<file path="config.mk">
export PLATFORM = sky130hd
export DESIGN_NAME = cache_mem_arbiter
export DESIGN_NICKNAME = d
export VERILOG_FILES = /design/src/rtl/cache_arb_pkg.sv /design/src/rtl/cache_mem_arbiter_rr2_grant.sv /design/src/rtl/cache_mem_arbiter.sv
export SDC_FILE = /design/constraint.sdc
export NUM_CORES = 1
export LEC_CHECK = 0
export BUFFER_PORTS_ARGS = -buffer_cell sky130_fd_sc_hd__buf_4
export CORE_AREA = 2 2 109 111
export CTS_CLUSTER_DIAMETER = 80
export DETAILED_ROUTE_END_ITERATION = 12
export DIE_AREA = 0 0 111 113
export SYNTH_ARGS = -nofsm -noshare
export SYNTH_HDL_FRONTEND = slang
export SYNTH_SLANG_ARGS = --single-unit
export TNS_END_PERCENT = 50
</file>
<file path="constraint.sdc">
create_clock -name clk -period 2.7 [get_ports clk]
set_input_delay 0.405 -clock clk [delete_from_list [all_inputs] [get_ports clk]]
set_output_delay 0.405 -clock clk [all_outputs]
set_load 0.01 [all_outputs]
</file>
<file path="src/rtl/cache_arb_pkg.sv">
// cache_arb_pkg: shared types and defaults for the I/D cache refill arbiter.
//   state_t  - arbiter FSM states
//   owner_t  - which requester currently owns the memory port
//   DEFAULT_ADDR_W / DEFAULT_DATA_W - default port widths
package cache_arb_pkg;

  localparam int DEFAULT_ADDR_W = 32;
  localparam int DEFAULT_DATA_W = 32;

  typedef enum logic [1:0] {
    S_IDLE    = 2'd0,
    S_ISSUE   = 2'd1,
    S_WAIT_RD = 2'd2
  } state_t;

  typedef enum logic {
    OWN_I = 1'b0,
    OWN_D = 1'b1
  } owner_t;

  // The requester that did not own the port last time.
  function automatic owner_t other_owner(input owner_t o);
    return (o == OWN_I) ? OWN_D : OWN_I;
  endfunction

endpackage

</file>
<file path="src/rtl/cache_mem_arbiter_rr2_grant.sv">
// rr2_grant: combinational two-way round-robin grant.
//   req_i, req_d - request from the I and D side
//   last_owner   - requester that completed the previous transfer
//   owner        - granted requester (meaningful only when a request exists)
module rr2_grant
  import cache_arb_pkg::*;
(
  input  logic   req_i,
  input  logic   req_d,
  input  owner_t last_owner,
  output owner_t owner
);

  // A lone requester wins; on a tie the one that went last yields.
  always_comb begin
    owner = OWN_I;
    if (req_i && !req_d) begin
      owner = OWN_I;
    end else if (!req_i && req_d) begin
      owner = OWN_D;
    end else begin
      owner = other_owner(last_owner);
    end
  end

endmodule

</file>
<file path="src/rtl/cache_mem_arbiter.sv">
// cache_mem_arbiter: shares one Avalon-MM master port between the I-side
// (read only) and D-side (read/write) cache refill paths, one transfer at a
// time, round-robin on ties, read data routed back to the issuing side.
//   clk, reset_n           - clock, synchronous active-low reset
//   i_*                    - I-side slave port (address, read, waitrequest,
//                            readdata, readdatavalid)
//   d_*                    - D-side slave port (adds write, byteenable,
//                            writedata)
//   m_*                    - master port to the memory slave
module cache_mem_arbiter
  import cache_arb_pkg::*;
#(
  parameter int ADDR_W = DEFAULT_ADDR_W,
  parameter int DATA_W = DEFAULT_DATA_W
) (
  input  logic                clk,
  input  logic                reset_n,
  input  logic [ADDR_W-1:0]   i_address,
  input  logic                i_read,
  output logic                i_waitrequest,
  output logic [DATA_W-1:0]   i_readdata,
  output logic                i_readdatavalid,
  input  logic [ADDR_W-1:0]   d_address,
  input  logic                d_read,
  input  logic                d_write,
  input  logic [DATA_W/8-1:0] d_byteenable,
  input  logic [DATA_W-1:0]   d_writedata,
  output logic                d_waitrequest,
  output logic [DATA_W-1:0]   d_readdata,
  output logic                d_readdatavalid,
  output logic [ADDR_W-1:0]   m_address,
  output logic                m_read,
  output logic                m_write,
  output logic [DATA_W/8-1:0] m_byteenable,
  output logic [DATA_W-1:0]   m_writedata,
  input  logic                m_waitrequest,
  input  logic [DATA_W-1:0]   m_readdata,
  input  logic                m_readdatavalid
);

  localparam int BE_W = DATA_W / 8;

  state_t state, state_next;
  owner_t owner, owner_next;
  owner_t last_owner, last_owner_next;
  owner_t grant;
  // Transfer direction is captured at grant time so that m_read/m_write
  // depend only on registered state, never on the live request lines.
  logic   op_write, op_write_next;
  logic   req_i, req_d, owner_req, accept;

  assign req_i     = i_read;
  assign req_d     = d_read | d_write;
  assign owner_req = (owner == OWN_I) ? req_i : req_d;
  assign accept    = (state == S_ISSUE) && !m_waitrequest;

  rr2_grant u_grant (
    .req_i      (req_i),
    .req_d      (req_d),
    .last_owner (last_owner),
    .owner      (grant)
  );

  // State, owner and direction registers.
  always_ff @(posedge clk) begin
    if (!reset_n) begin
      state      <= S_IDLE;
      owner      <= OWN_I;
      last_owner <= OWN_D;
      op_write   <= 1'b0;
    end else begin
      state      <= state_next;
      owner      <= owner_next;
      last_owner <= last_owner_next;
      op_write   <= op_write_next;
    end
  end

  // Next-state logic: grant in idle, wait for acceptance, wait for read data.
  always_comb begin
    state_next      = state;
    owner_next      = owner;
    last_owner_next = last_owner;
    op_write_next   = op_write;
    case (state)
      S_IDLE: begin
        if (req_i || req_d) begin
          state_next    = S_ISSUE;
          owner_next    = grant;
          // Read and write together from D is a write.
          op_write_next = (grant == OWN_D) && d_write;
        end else begin
          state_next = S_IDLE;
        end
      end
      S_ISSUE: begin
        if (accept) begin
          last_owner_next = owner;
          state_next      = op_write ? S_IDLE : S_WAIT_RD;
        end else if (!owner_req) begin
          // Owner withdrew its request: give up rather than hang.
          state_next = S_IDLE;
        end else begin
          state_next = S_ISSUE;
        end
      end
      S_WAIT_RD: begin
        if (m_readdatavalid) begin
          state_next = S_IDLE;
        end else begin
          state_next = S_WAIT_RD;
        end
      end
      default: begin
        state_next = S_IDLE;
      end
    endcase
  end

  // Handshake outputs decoded from state, owner and m_waitrequest.
  always_comb begin
    m_read          = 1'b0;
    m_write         = 1'b0;
    i_waitrequest   = 1'b1;
    d_waitrequest   = 1'b1;
    i_readdatavalid = 1'b0;
    d_readdatavalid = 1'b0;
    case (state)
      S_ISSUE: begin
        m_read  = !op_write;
        m_write = op_write;
        if (owner == OWN_I) begin
          i_waitrequest = m_waitrequest;
        end else begin
          d_waitrequest = m_waitrequest;
        end
      end
      S_WAIT_RD: begin
        if (owner == OWN_I) begin
          i_readdatavalid = m_readdatavalid;
        end else begin
          d_readdatavalid = m_readdatavalid;
        end
      end
      default: begin
        m_read = 1'b0;
      end
    endcase
  end

  // Address/data path follows the registered owner.
  always_comb begin
    m_address    = i_address;
    m_byteenable = {BE_W{1'b1}};
    m_writedata  = {DATA_W{1'b0}};
    if (owner == OWN_D) begin
      m_address    = d_address;
      m_byteenable = d_byteenable;
      m_writedata  = d_writedata;
    end else begin
      m_address    = i_address;
      m_byteenable = {BE_W{1'b1}};
      m_writedata  = {DATA_W{1'b0}};
    end
  end

  assign i_readdata = m_readdata;
  assign d_readdata = m_readdata;

endmodule

</file>
# --- Word-level counts from Yosys, hierarchy flattened ---
# Index checks and enable logic that the tools add are counted.
word_totals:
  ff_bits: 5
  latch_bits: 0
  ramBits: 0
  romBits: 0
  input_bits: 139
  output_inout_bits: 138
  wordCells: 42
  memories: 0
classes:
  n_addsub: 0
  mul: 0
  div_mod_pow: 0
  magnitude_cmp: 0
  n_eq_ne: 2
  shifts: 0
  n_mux: 23
  bitwise_logic: 1
  n_reduce_logical: 12
op_table:
  columns: ["operator", "count"]
  rows:
  - ["32-bit two-way mux", 2]
  - ["1-bit two-way mux", 16]
  - ["2-bit two-way mux", 3]
  - ["2-bit case mux with 3 select lines", 1]
  - ["1-bit logical AND", 4]
  - ["1-bit logical NOT", 4]
  - ["4-bit two-way mux", 1]
  - ["2-bit AND reduction", 2]
  - ["2-bit by 1-bit == test with 1-bit output (second input constant)", 1]
  - ["2-bit == test (second input constant)", 1]
  - ["2-bit logical NOT", 1]
  - ["1-bit logical OR", 1]
  - ["1-bit bitwise OR", 1]

# --- Depth between registers and ports, before layout ---
# Gate-level depths: netlist (run 1).
depth:
  ltp_word: 5
  mapped_depth: 4
  depth_no_buf: 3

# --- By module ---
# A second synthesis (run 1) with hierarchy kept.
hier_totals:
  hier_cells: 178
  hier_area_um2: 1402.6
by_module_without_submodules:
  columns: ["mod", "n_inst", "cells_per_inst", "area_each_um2", "seq_area_each_um2"]
  rows:
  - ["cache_mem_arbiter", 1, 175, 1383.8, 100.1]
  - ["rr2_grant", 1, 3, 18.8, 0.0]

# --- Least setup slack after synthesis (run 1) ---
# OpenSTA, ideal clock, no wires.
synth_path:
  path_kind: "reg-to-output"
  start: "register owner"
  end: "output m_address[22]"
  t_arrival_ns: 1.042
  required_ns: 2.295
  path_slack_ns: 1.253
  path_stages_with_launch: 4
  path_buffers: 2
  cell_sequence: "dfxtp_1 -> buf_2 -> buf_4 -> mux2_2"
synth_via:
  elab_chain_len: 1
synth_rtl:
  columns: ["item", "line", "source"]
  rows:
  - ["from (decl)", "cache_mem_arbiter.sv:44", "owner_t owner, owner_next;"]
  - ["from (signal assigned)", "cache_mem_arbiter.sv:73", "owner <= owner_next;"]
  - ["32-bit two-way mux", "cache_mem_arbiter.sv:156", "if (owner == OWN_D) begin"]
  - ["to (decl)", "cache_mem_arbiter.sv:31", "output logic [ADDR_W-1:0] m_address,"]
# Every way passes these cells.

# --- Final worst setup path (run 1) ---
layout_path:
  start: "register owner"
  end: "output m_address[29]"
# Same word-level chain as after synthesis.

==> results.yml, run 1 <==
logic_synthesis:
  synth_top_area_frac: 0.3517
  synth.most_common_cell: "buf_4"
  syn_inst: 175
  synth_ff_type: "dfxtp_1"
  mappedNetlistArea_um2: 1388
  synth_warnings: 0
  ys_seq_elements: 5
  synth.top_cells.by_count: "65 x buf_4, 33 x and2_1, 32 x mux2_2"
  syn_nets: 314
  syn_area_per_cell_um2: 7.929
  synth_edf_count: 0
  async_flop_share: 0
  seq_area_frac_synth: 0.07214
  synthTopCellsByArea: "buf_4 35%, mux2_2 26%, and2_1 15%, dfxtp_1 7.2%, nand2b_1 1.8%"
  synth_area_leader_cell: "buf_4"
  ys_types: 27
route:
  viasPerCell: 3.645
  wl_per_cell_um: 13.56
  drtAntennaViolNets: 0
  routed.top_layer: "met4"
  drc: 0
  wl_um: 5843
  met1_length_um: 1926
  drtIter0Drc: 16
  drt_first_pass_iters: 2
  wl_met3_um: 727
  vias: 1571
  wl_met2_um: 2813
setup_path:
  cp.required_ns: 2.30
  worstSetupStartpointType: "register"
  critPathMaxStageDelay_ns: 0.48
  worstPathCellList: "buf_12 > mux2_2 > buf_4"
  arrival_ns: 1.55
  slowest_stage: "dfxtp_2"
  path_class: "register to output pin"
  path_max_fanout: 66
  worstSetupEndpointType: "output pin"
power:
  p_leak_nw: 1.274
  irDropWorstVdd_mv: 0.1382
  powerDensity_nw_per_um2: 310.5
timing:
  fin_crit_sh: 0.7258
  setup_violations: 0
  whs_ns: 0.3812
  rsz0062_at_grt: "no"
  min_period_ns: 1.960
  maxSlewViolCount: 0
  hold_viol: 0
  finClkSkew_ns: 0.0004163
  slew_headroom: 0.8224
  timing.setup.tns_ns: 0
  final.setup.worst_slack_ns: 0.7402
  worst_slew_pin_slew_ns: 0.2643
  fmax_mhz: 510.3
clocking:
  htreeDepth: 1
  cts_buffer_depth: 2
  ctsHoldBuffers: 0
  clock_latency_ns: 0.23
  numClockSinks: 5
  cts_buffers: 3
  root_buffer: "clkbuf_16"
  path_clk_slew_ns: 0.03
  cts_tree: "done"
  postCtsSetupRepairBufs: 0
  cts_resized: 0
placement:
  io_buffer_count: 180
  place_ws_ns: 0.9661
  hpwl_um: 5026
  place_area_um2: 2421
  place_congestion: 0.8174
finish:
  area_growth_pct: 80.16
  fin_util: 0.2218
  drive_above_1_share: 0.7604
  fin_nets: 428
  antenna_cells: 0
  stdcell_area_um2: 2500
die:
  initial_utilization: 0.1231
  fp.dieArea_um2: 12540
  io_pins: 277
  rows: 39
  core_area_um2: 11270
  die_height_um: 113
  die_x_um: 111
global_route:
  grt_max_degree: 67
  grt_first_pass_wirelength_um: 8611
  grtUsageTotal: 0.08620
  overflow: 0
  antenna_found_initial: 0
  grt_pass1_vias: 1659
status:
  status: "completed"
worst_hold_path:
  hold_class: "primary input to register"
flow_run:
  maxCapViolations: 0
## metrics by stage
stage,power [W],cells
floorplan,0.0003680,175
global route,0.0008215,431
CTS,0.0007915,431
detailed placement,0.0005417,427
finish,0.0007763,431
global placement,0.0005363,427
## kinds of logic after synthesis
| group | share of synthesized area |
|---|---|
| AO/OA/AOI/OAI | 0.04328 |
| buffers and inverters | 0.3787 |
| flip-flops | 0.07214 |
| multiplexers | 0.2669 |
| AND/OR/NAND/NOR | 0.2390 |
## layout by cell type, fill, tap and decap left out, types with 2 or more instances in the layout
cell | netlist | routed
nand2b_1 | 4 | 4
mux2_2 | 32 | 32
buf_4 | 65 | 180
dfxtp_1 | 5 | 4
nand2_1 | 4 | 4
clkbuf_16 | 0 | 3
a21boi_0 | 2 | 2
inv_1 | 2 | 2
nor2_1 | 5 | 5
and2_1 | 33 | 33
## final timing paths
path / from / to / slack (ns) / depth (start not counted)
setup / recovery: owner / m_address[29] / 0.74 / 3
hold / removal: reset_n / last_owner / 0.38 / 2
setup reg to reg: owner / state[0] / 1.30 / 4
hold reg to reg: last_owner / last_owner / 0.49 / 2
## worst max-delay path, delay by kind of cell, from the launching register on
family	cells	cell delay, ns
flip-flops	1	0.48
buffers and inverters	2	0.44
multiplexers	1	0.37
## power breakdown
group          switching, W  internal, W   total, W
clock network     0.0000472     0.000196   0.000243
registers         0.0000118    0.0000813  0.0000931
logic              0.000162     0.000279   0.000441
## sequential cells by signal (all words and copies together), names as in the netlist
signal      flops
state           2
last_owner      1
op_write        1
owner           1
## cell type report
cell class              count  area, um2
flip-flops and latches      5      101.3
clock buffers               4      78.83
well taps                 143      178.9
fillers                  1258       8772
repair buffers            181       1371
multi-input cells          96      762.0
inverters                   2      7.507
## layer usage
layer  global-route usage  vias to the layer above
met5                    0                        -
met4              0.07000                        0
met3              0.02839                       38
met2               0.1509                      132
met1              0.08333                      672
li1                     -                      729
No activity file was read; power rests on OpenSTA's default activity.
==> run 2, diff against run 1 <==
Settings changed: CORE_AREA 2 2 109 111 to 2 2 108 110, DIE_AREA 0 0 111 113 to 0 0 110 112.
Clock period 2.7 ns to 1.89 ns, I/O delays scaled along.
==> run 2 against run 1 <==
Net effect: hold slack got worse by 0.13 ns; core utilization grew 0.57 points; sequential power is 40% higher; first-iteration DRC count is 69% higher; combinational power rose by 48%; register-to-register slack lost 0.55 ns; largest power group unchanged; highest routed layer unchanged.
==> results.yml, run 2 (synthesis gave the netlist of run 1 again) <==
route:
  drc: 0
  drt_first_pass_iters: 4
  drtIter0Drc: 27
  vias: 1526
  drtAntennaViolNets: 0
  viasPerCell: 3.508
  wl_per_cell_um: 12.28
  wl_um: 5342
timing:
  setup_violations: 0
  timing.setup.tns_ns: 0
  slew_headroom: 0.8303
  hold_viol: 0
  whs_ns: 0.2534
  maxSlewViolCount: 0
  min_period_ns: 1.682
  worst_slew_pin_slew_ns: 0.2527
  fmax_mhz: 594.6
  fin_crit_sh: 0.8899
  finClkSkew_ns: 0.0002371
  rsz0062_at_grt: "no"
setup_path:
  arrival_ns: 1.40
  reg2reg_to: "last_owner"
  path_max_fanout: 6
  cp.required_ns: 1.61
  path_buf_inv: 1
  worstSetupEndpointType: "output pin"
  regToRegSetupSlack_ns: 0.75
  reg2reg_from: "state[0]"
  worstPathCellList: "or3b_4 > or2_1 > buf_4"
  ff2ff_path_depth: 3
  path_class: "register to output pin"
  slowest_stage: "or3b_4"
  critPathMaxStageDelay_ns: 0.43
  worstSetupStartpointType: "register"
  cpLargestDelayFamily: "simple AND/OR/NAND/NOR gates"
finish:
  mostFrequentLayoutCell: "buf_4"
  antenna_cells: 0
  fin_nets: 432
  largest_reg_flops: 2
  regMostFlops: "state"
  drive_above_1_share: 0.7637
  fin_util: 0.2275
  area_growth_pct: 83.23
  fill_cells: 1229
  final_cells: 435
  layout_common_cells: "183 x buf_4, 33 x and2_1, 32 x mux2_2, 5 x nor2_1"
clocking:
  cts_buffers: 3
  cts_resized: 0
  root_buffer: "clkbuf_16"
  postCtsSetupRepairBufs: 0
  cts_buffer_depth: 2
  numClockSinks: 5
  htreeDepth: 1
  path_clk_slew_ns: 0.03
  clock_latency_ns: 0.23
  cts_tree: "done"
  ctsHoldBuffers: 0
power:
  p_leak_nw: 1.298
  irDropWorstVdd_mv: 0.1297
  p_seq_frac: 0.115
  p_comb_frac: 0.574
  powerDensity_nw_per_um2: 447.2
  total_power_w: 0.001137
  internal_power_w: 0.0008105
  clkPwrFrac: 0.312
  power_switching_share: 0.2871
  p_switching_w: 0.0003264
flow_run:
  maxCapViolations: 0
die:
  fp.dieArea_um2: 12320
  rows: 39
  initial_utilization: 0.1242
  die_height_um: 112
  io_pins: 277
  die_x_um: 110
  core_area_um2: 11170
worst_hold_path:
  worstHoldStart: "reset_n"
  hold_class: "primary input to register"
  worstHoldEndpoint: "last_owner"
  holdPathStages: 2
global_route:
  grt_max_degree: 27
  grt_pass1_vias: 1551
  grtUsageTotal: 0.07774
  antenna_found_initial: 0
  grt_first_pass_wirelength_um: 7445
  overflow: 0
placement:
  io_buffer_count: 180
  place_congestion: 0.7341
  hpwl_um: 4695
  placed_cells: 431
status:
  status: "completed"
[run 2: cell count changes in the layout (fill, tap and decap cells not counted), sizes merged]
cell	previous run	this run
buf	181	185
[run 2: routing by layer]
metal | global-route usage | vias up | routed length, um
met3 | 0.02049 | 32 | 647
met4 | 0.04726 | 0 | 219
met2 | 0.1423 | 107 | 2752
met5 | 0 | - | 0
met1 | 0.07578 | 652 | 1723
li1 | - | 735 | -
[run 2: power groups by stage]
| stage | Clock [W] | Combinational, W | Sequential [W] |
|---|---|---|---|
| 2_1_floorplan | 0 | 0.000402 | 0.000123 |
| 3_3_place_gp | 0 | 0.000651 | 0.000132 |
| 3_5_place_dp | 0 | 0.000660 | 0.000133 |
| 4_1_cts | 0.000364 | 0.000662 | 0.000132 |
| 5_1_grt | 0.000366 | 0.000700 | 0.000133 |
| 6_report | 0.000354 | 0.000652 | 0.000130 |
[run 2: per-stage QoR]
stage / cell area [um2] / setup slack (ns)
after global placement: 2464 / 0.3969
after detailed placement: 2464 / 0.4085
after CTS: 2542 / 0.1927
after global routing: 2542 / 0.1599
final: 2542 / 0.2081
after floorplan: 1388 / 0.5645
[run 2: area by class of cell]
type	instances	area [um2]	share of cell area
repair buffers	185	1414	0.5561
multi-input cells	96	762.0	0.2997
well taps	143	178.9	0.07037
flip-flops and latches	5	101.3	0.03986
clock buffers	4	78.83	0.03100
inverters	2	7.507	0.002953
[run 2: worst max path at each step]
stage,startpoint,endpoint,slack [ns],cells after the start
floorplan,owner,m_address[22],0.56,3
global placement,m_waitrequest,i_waitrequest,0.40,4
detailed placement,m_waitrequest,i_waitrequest,0.41,4
CTS,owner,m_address[17],0.19,3
global route,state[0],i_waitrequest,0.16,3
finish,state[0],i_waitrequest,0.21,3
==> run 3, diff against run 2 <==
Settings changed: GPL_TIMING_DRIVEN set to 0.
Clock period 1.89 ns to 1.45 ns, I/O delays scaled along.
==> run 3 against run 2 <==
Net effect: core utilization is 11 points higher; cell count is 32% higher; total power grew 68%; largest cell class unchanged; register-to-register slack got worse by 0.51 ns; sequential power grew 29%; highest routed layer unchanged; count of clock-buffer cells in the layout unchanged; clock power up 27%; clock skew increased by 0.0014 ns; the run now ends with setup timing left.
==> results.yml, run 3 (synthesis gave the netlist of run 1 again) <==
route:
  wl_per_cell_um: 12.05
  drc: 0
  viasPerCell: 3.628
  drtAntennaViolNets: 0
  wl_um: 6903
  drt_first_pass_iters: 3
  drtIter0Drc: 20
  vias: 2079
global_route:
  grtUsageTotal: 0.09368
  overflow: 0
  grt_first_pass_wirelength_um: 9294
  grt_pass1_vias: 2091
  grt_max_degree: 11
  antenna_found_initial: 0
setup_path:
  cp.required_ns: 1.23
  path_max_fanout: 5
  regToRegSetupSlack_ns: 0.24
  path_class: "register to output pin"
  worstSetupEndpointType: "output pin"
  arrival_ns: 1.32
  worstSetupStartpointType: "register"
finish:
  layout_common_cells: "299 x buf_4, 33 x and2_1, 21 x mux2_2, 18 x buf_6, 11 x mux2_4"
  regMostFlops: "state"
  antenna_cells: 0
  fin_nets: 570
  area_growth_pct: 168.3
  largest_reg_flops: 2
  drive_above_1_share: 0.8465
  final_cells: 573
  mostFrequentLayoutCell: "buf_4"
status:
  status: "finished with violations"
  failed_checks: "setup timing"
power:
  powerDensity_nw_per_um2: 513.4
  p_switching_w: 0.0005481
  p_seq_frac: 0.088
  irDropWorstVdd_mv: 0.1809
  p_comb_frac: 0.678
  internal_power_w: 0.001363
  clkPwrFrac: 0.234
  total_power_w: 0.001911
  power_switching_share: 0.2868
  p_leak_nw: 2.037
timing:
  finClkSkew_ns: 0.001627
  whs_ns: 0.1899
  maxSlewViolCount: 0
  worst_slew_pin_slew_ns: 0.2706
  min_period_ns: 1.539
  fmax_mhz: 649.6
  slew_headroom: 0.8182
  rsz0062_at_grt: "yes"
  setup_violations: 34
  fin_crit_sh: 1.062
  final.setup.worst_slack_ns: -0.08949
  hold_viol: 0
placement:
  place_congestion: 0.7648
  hpwl_um: 5925
  placed_cells: 562
  io_buffer_count: 244
  place_ws_ns: -0.1877
die:
  rows: 39
  io_pins: 277
  initial_utilization: 0.1242
  fp.dieArea_um2: 12320
  die_height_um: 112
  core_area_um2: 11170
  die_x_um: 110
clocking:
  htreeDepth: 1
  cts_buffers: 3
  numClockSinks: 5
  path_clk_slew_ns: 0.03
  root_buffer: "clkbuf_16"
  clock_latency_ns: 0.23
  cts_buffer_depth: 2
  cts_tree: "done"
  ctsHoldBuffers: 0
flow_run:
  maxCapViolations: 0
worst_hold_path:
  hold_class: "primary input to register"
[run 3: cell types whose count changed in the layout (fill, tap and decap cells not counted), sizes merged]
cell / previous run / this run
buf: 185 / 320
clkbuf: 4 / 7
[run 3: path summary, 6_finish.rpt]
kind               from           end  cells after the start
max reg2reg    state[1]      op_write                      5
min reg2reg  last_owner    last_owner                      2
max               owner  m_address[1]                      4
min             reset_n    last_owner                      2
[run 3: what timing repair did]
action / CTS / global route
endpoints found under the setup margin: 72 / 69
resized for setup: 17 / 40
pin swaps: 3 / 1
buffers inserted: 5 / 0
gates cloned: 0 / 2
hold endpoints to repair: 0 / 0
[run 3: metrics by stage]
step	setup TNS (ns)	instance area [um2]	utilization
2_1_floorplan	0	1388	-
3_3_place_gp	-3.934	3398	0.3041
3_5_place_dp	-4.156	3398	0.3041
4_1_cts	-5.285	3562	0.3188
5_1_grt	-3.701	3722	0.3331
6_report	-2.003	3722	0.3331
[run 3: worst max-delay path, cell delays in order, from the launching register on]
cell and delay [ns]:
dfxtp_4 0.39, buf_12 0.13, buf_6 0.11, mux2_2 0.32
buf_4 0.14
[run 3: area by class of cell]
type	instances	area, um2
buffer	72	565.5
inverter	2	7.507
sequential	5	106.4
timing repair buffer	251	1979
tap	143	178.9
multi-input combinational	96	805.8
clock buffer	4	78.83
fill	1136	7452
[run 3: layer usage]
metal	up-vias	GRT usage	wire length, um
met4	0	0.02278	70
met5	-	0	0
li1	1014	-	-
met2	140	0.1906	3831
met3	8	0.01464	714
met1	917	0.09520	2287
[run 3: power by group through the flow]
stage	clock (W)	sequential, W	combinational, W
6_report	0.000448	0.000168	0.00130
2_1_floorplan	0	0.000161	0.000524
4_1_cts	0.000453	0.000163	0.00122
3_3_place_gp	0	0.000166	0.00116
5_1_grt	0.000464	0.000170	0.00139
3_5_place_dp	0	0.000166	0.00117
